`src/rtl/cdb_arbiter.sv`:
```
// Common data bus arbiter: one-entry holding register per completing unit,
// round-robin grant onto a registered broadcast bus, cleared on misbranch flush.
module cdb_arbiter #(
  parameter int unsigned NUM_SRC  = 3,
  parameter int unsigned DATA_W   = 32,
  parameter int unsigned ROB_ID_W = 5
) (
  input  logic                         clk,
  input  logic                         rst,
  input  logic                         rdy,
  input  logic                         flush,
  input  logic [NUM_SRC-1:0]           src_valid,
  output logic [NUM_SRC-1:0]           src_ready,
  input  logic [NUM_SRC*ROB_ID_W-1:0]  src_rob_id,
  input  logic [NUM_SRC*DATA_W-1:0]    src_value,
  input  logic [NUM_SRC*DATA_W-1:0]    src_target_pc,
  input  logic [NUM_SRC-1:0]           src_jump,
  output logic                         cdb_valid,
  output logic [ROB_ID_W-1:0]          cdb_rob_id,
  output logic [DATA_W-1:0]            cdb_value,
  output logic [DATA_W-1:0]            cdb_target_pc,
  output logic                         cdb_jump,
  output logic [1:0]                   cdb_src
);

  logic [NUM_SRC-1:0]  hold_v;
  logic [NUM_SRC-1:0]  hold_jump;
  logic [ROB_ID_W-1:0] hold_id  [NUM_SRC];
  logic [DATA_W-1:0]   hold_val [NUM_SRC];
  logic [DATA_W-1:0]   hold_pc  [NUM_SRC];

  logic [1:0]          last;
  logic [1:0]          idx;
  logic [1:0]          gnt_idx;
  logic                found;
  logic [NUM_SRC-1:0]  grant;
  logic [NUM_SRC-1:0]  accept;

  // Rotating search starting just after the most recently granted source.
  always_comb begin
    grant   = '0;
    found   = 1'b0;
    gnt_idx = '0;
    idx     = '0;
    for (int unsigned k = 1; k <= NUM_SRC; k++) begin
      idx = 2'((32'(last) + k) % NUM_SRC);
      if (!found && hold_v[idx]) begin
        found      = 1'b1;
        gnt_idx    = idx;
        grant[idx] = 1'b1;
      end
    end
  end

  always_comb begin
    src_ready = '0;
    accept    = '0;
    for (int unsigned i = 0; i < NUM_SRC; i++) begin
      src_ready[i] = rdy && !flush && (!hold_v[i] || grant[i]);
      accept[i]    = src_valid[i] && src_ready[i];
    end
  end

  always_ff @(posedge clk or negedge rst) begin
    if (!rst) begin
      hold_v        <= '0;
      hold_jump     <= '0;
      for (int unsigned i = 0; i < NUM_SRC; i++) begin
        hold_id[i]  <= '0;
        hold_val[i] <= '0;
        hold_pc[i]  <= '0;
      end
      last          <= 2'(NUM_SRC - 1);
      cdb_valid     <= 1'b0;
      cdb_rob_id    <= '0;
      cdb_value     <= '0;
      cdb_target_pc <= '0;
      cdb_jump      <= 1'b0;
      cdb_src       <= '0;
    end else if (rdy) begin
      if (flush) begin
        hold_v    <= '0;
        cdb_valid <= 1'b0;
      end else begin
        // A refill on the grant edge overrides the clear; rob id 0 is dropped.
        for (int unsigned i = 0; i < NUM_SRC; i++) begin
          if (accept[i]) begin
            hold_v[i]    <= (src_rob_id[i*ROB_ID_W +: ROB_ID_W] != '0);
            hold_id[i]   <= src_rob_id[i*ROB_ID_W +: ROB_ID_W];
            hold_val[i]  <= src_value[i*DATA_W +: DATA_W];
            hold_pc[i]   <= src_target_pc[i*DATA_W +: DATA_W];
            hold_jump[i] <= src_jump[i];
          end else if (grant[i]) begin
            hold_v[i]    <= 1'b0;
          end
        end
        if (found) begin
          cdb_valid     <= 1'b1;
          cdb_rob_id    <= hold_id[gnt_idx];
          cdb_value     <= hold_val[gnt_idx];
          cdb_target_pc <= hold_pc[gnt_idx];
          cdb_jump      <= hold_jump[gnt_idx];
          cdb_src       <= gnt_idx;
          last          <= gnt_idx;
        end else begin
          cdb_valid     <= 1'b0;
        end
      end
    end
  end

endmodule

```
`config.mk`:
```
export PLATFORM = sky130hd
export DESIGN_NAME = cdb_arbiter
export DESIGN_NICKNAME = d
export VERILOG_FILES = /design/src/rtl/cdb_arbiter.sv
export SDC_FILE = /design/constraint.sdc
export NUM_CORES = 1
export LEC_CHECK = 0
export BUFFER_PORTS_ARGS = -buffer_cell sky130_fd_sc_hd__buf_2
export CAP_MARGIN = 20
export CORE_AREA = 5 5 166 168
export DETAILED_ROUTE_END_ITERATION = 8
export DIE_AREA = 0 0 171 173
export PLACE_DENSITY = 0.78
export SLEW_MARGIN = 10
export SYNTH_ARGS = -nofsm -noshare
export SYNTH_HDL_FRONTEND = slang
export SYNTH_SLANG_ARGS = --single-unit
```
`constraint.sdc`:
```
create_clock -name clk -period 3.45 [get_ports clk]
set_input_delay 0.5175 -clock clk [delete_from_list [all_inputs] [get_ports clk]]
set_output_delay 0.5175 -clock clk [all_outputs]
set_load 0.1 [all_outputs]
```
==> metrics.txt <==
# H-tree levels 1; Placed Instances roughly 1.5k; Synth Instances 915; Startpoint Class flop; Routed Antenna Nets 0; largest net degree at the start of global routing ~110; Synth Register Bits about 290; Final Instance Area around 15,000 µm²; Post-synth EDFFs 0; element type at the critical path end primary output; nets roughly 1.4k; Synth top cells by count dfrtp_1 (286), nor2_1 (153), mux2_2 (132); Max-Cap Viols 0; worst min path class in -> async; FF-to-FF Start cdb_src[0]; CTS tree done; mux share of post-synthesis cell area 0.268; maximum VDD drop 0.872 mV; Fmax 0.304 GHz; post-synthesis simple-gate area fraction 0.0561; DR iter-0 viols 776; worst setup path end src_ready[1]; Main synth FF type dfrtp_1; TNS Setup 0 ns; status finished clean; crit-path leading delay family adder cells; Core Box Area approximately 26,000 µm²; number of cells on the critical path 7; PwrDens 1180 nW/µm²; layout cells sized above 1 0.481; first-pass GRT wire length 51,500 µm; Die Area 29,600 µm²; vias in the first global route just over 9k; worst-skew pair later-pin latency between 0.5 and 0.6 ns; Initial Util 0.494; synth unique cells 40; most numerous cell in the Yosys netlist dfrtp_1; Final Wtd Congestion ~0.86; Layout area overhead 21.4%; CTS clk-pin slew, worst paths approximately 0.060 ns; Detail Placement HPWL 22,000 µm; ys async rst share 1.00; I/O pins approximately 290; sequential-to-total area share from yosys stat 0.564; CTS max path bufs 3; Yosys warnings 0; CP Class reg -> out; Multi-input gate area 5020 µm²; DRC viols 0; register area approximately 7200 µm²; fin crit share 0.954; reg2reg setup slack 0.44 ns; Power, Total approximately 18 mW; slew margin rel. 0.434; Cell Int Power about 10 mW; cell taking the most area after synthesis dfrtp_1; clock skew ~0.011 ns; Crit path required time ~2.9 ns; vias roughly 8.6k; cts hold-fix bufs 0; reg-to-reg endpoint hold_val[1]; drt via density approximately 5.5; Buf/Inv on CP 2; Register-to-Register Path Depth 9; grt met3 use 0.0509; dpl cell area around 14,000 µm²; Sequential Power Share 0.325; clock network fraction of total power 0.182; Final WS setup 0.159 ns; Final Hold Violating Endpoints 0; cts bufs inserted 30; worst-path maximum fanout 11; gr busiest metal met2; DIE HEIGHT about 170 µm; Clk Tree Root Cell clkbuf_16; Post-Syn Area per Cell roughly 14 µm²; Period minus WS final between 3 and 4 ns; largest cells by area after synthesis dfrtp_1 (56%), mux2_2 (12%), mux2_4 (9.3%), mux2i_1 (5.8%), a221oi_1 (4.8%); met1 usage 0.285; Switch Pwr 8.24 mW; Synth Net Count 1,136; CP Cell Sequence inv_1, ha_2, mux2_2, a31oi_1, o221ai_2, and2_2, clkbuf_4; setup violators final 0; Die Wd 171 µm; LEAKAGE approximately 7.4 nW; max incr delay on CP 0.48 ns; num rows 59; total wire length 32,400 µm; non-filler cells, final around 1.6k; max-slew violation count 0; unrepaired setup endpoints after global routing false; grt ovf 0; post-synth top area share 0.562; area of the mapped netlist around 13,000 µm²; Worst Max-Slew Pin Slew about 0.85 ns; port bufs around 300; Logic pwr share 0.493; Synth Area in Adders 0.00393; Sw Share 0.452; Crit. Startpoint cdb_src[0]; met2 Use GR 0.358; Wirelength per Cell between 20 and 25 µm; drt pass-1 iters 5; Setup Buffers After CTS 0; gr usage total 0.215; slowest CP cell ha_2; Setup WS pre-CTS roughly 0.38 ns; initial antenna violation count 10; clock sink total between 200 and 300; Fillers ~2.0k; main combinational cell family by area after synthesis multiplexers; WP data arrival ~2.8 ns; Compound-Gate Fraction of Synth Area 0.0632; xor and xnor area share after synthesis 0
-- sequential cells by signal, summed over array words and instances (netlist names) --
name and cells:
hold_id 15, hold_jump 3, last 1, hold_val 96, cdb_target_pc 32, cdb_value 32, cdb_rob_id 5, cdb_jump 1
hold_v 3, cdb_src 2, hold_pc 96, cdb_valid 1
-- cell type report --
| cell class | count | share of cell area |
|---|---|---|
| Sequential cell | 287 | 0.465 |
| Multi-Input combinational cell | 559 | 0.325 |
| Timing Repair Buffer | 314 | 0.116 |
| Clock buffer | 42 | 0.0561 |
| Tap cell | 335 | 0.0271 |
| Clock inverter | 9 | 0.00971 |
| Inverter | 4 | 0.000971 |
| Antenna cell | 5 | 0.000809 |
-- cells in the final DEF (no fill, tap or decap), types with 4 or more instances in the layout --
master,instances
buf_2,288
dfrtp_1,286
nor2_1,153
mux2_2,132
mux2_4,79
mux2i_1,73
a221oi_1,70
clkbuf_16,31
buf_4,12
buf_12,12
nand2_1,8
clkbuf_1,6
diode_2,5
clkbuf_8,5
inv_1,4
o21ai_0,4
nor3_1,4
bufinv_16,4
-- how the worst min path moves through the flow --
stage,start,to,cells after the start
after floorplan,rst,cdb_jump,0
after global placement,cdb_valid,cdb_valid,1
after detailed placement,cdb_valid,cdb_valid,1
after CTS,rst,hold_val[42],1
after global routing,rst,cdb_value[10],1
final,rst,hold_val[42],1
-- power by group through the flow --
stage	registers, mW	clock network [mW]	logic, mW
finish	5.91	3.32	8.97
CTS	5.91	3.41	9.01
detailed placement	5.94	0	8.98
floorplan	8.77	0	4.29
global placement	5.86	0	8.80
global route	6.12	3.55	9.52
-- logic make-up (layout without fill, tap and decap cells) --
kind of cell               count (synthesis)  count (layout)
AOI/OAI and AO/OA                         94              94
other                                      0               5
adders and majority gates                  4               4
and+or+nand+nor                          176             176
DFF                                      287             287
muxes                                    285             285
buffers and inverters                     69             369
-- worst reg2reg max path, delay by kind of cell, from the launching register on --
kind,cells,cell delay (ns)
AOI/OAI and AO/OA,2,0.57
and+or+nand+nor,3,0.53
adders and majority gates,1,0.48
buffers and inverters,2,0.47
muxes,1,0.43
DFF,1,0.41
-- what timing repair did --
item / in CTS / in global routing
setup endpoints to repair: 2 / 3
pin swaps: 0 / 0
resized for setup: 2 / 4
-- through the flow --
stage | util | hold WS, ns
detailed placement | 0.559 | 0.476
global placement | 0.559 | 0.464
global route | 0.600 | 0.100
finish | 0.600 | 0.0426
CTS | 0.599 | 0.0779
floorplan | - | 0.222
-- layer usage --
layer	up-vias	share of wire	wire, µm
li1	3847	-	-
met3	62	0.076	2470
met4	10	0.025	809
met1	4346	0.41	13200
met2	292	0.49	15800
met5	-	0.0016	51
Note: power is estimated with default switching activity, not from simulation.
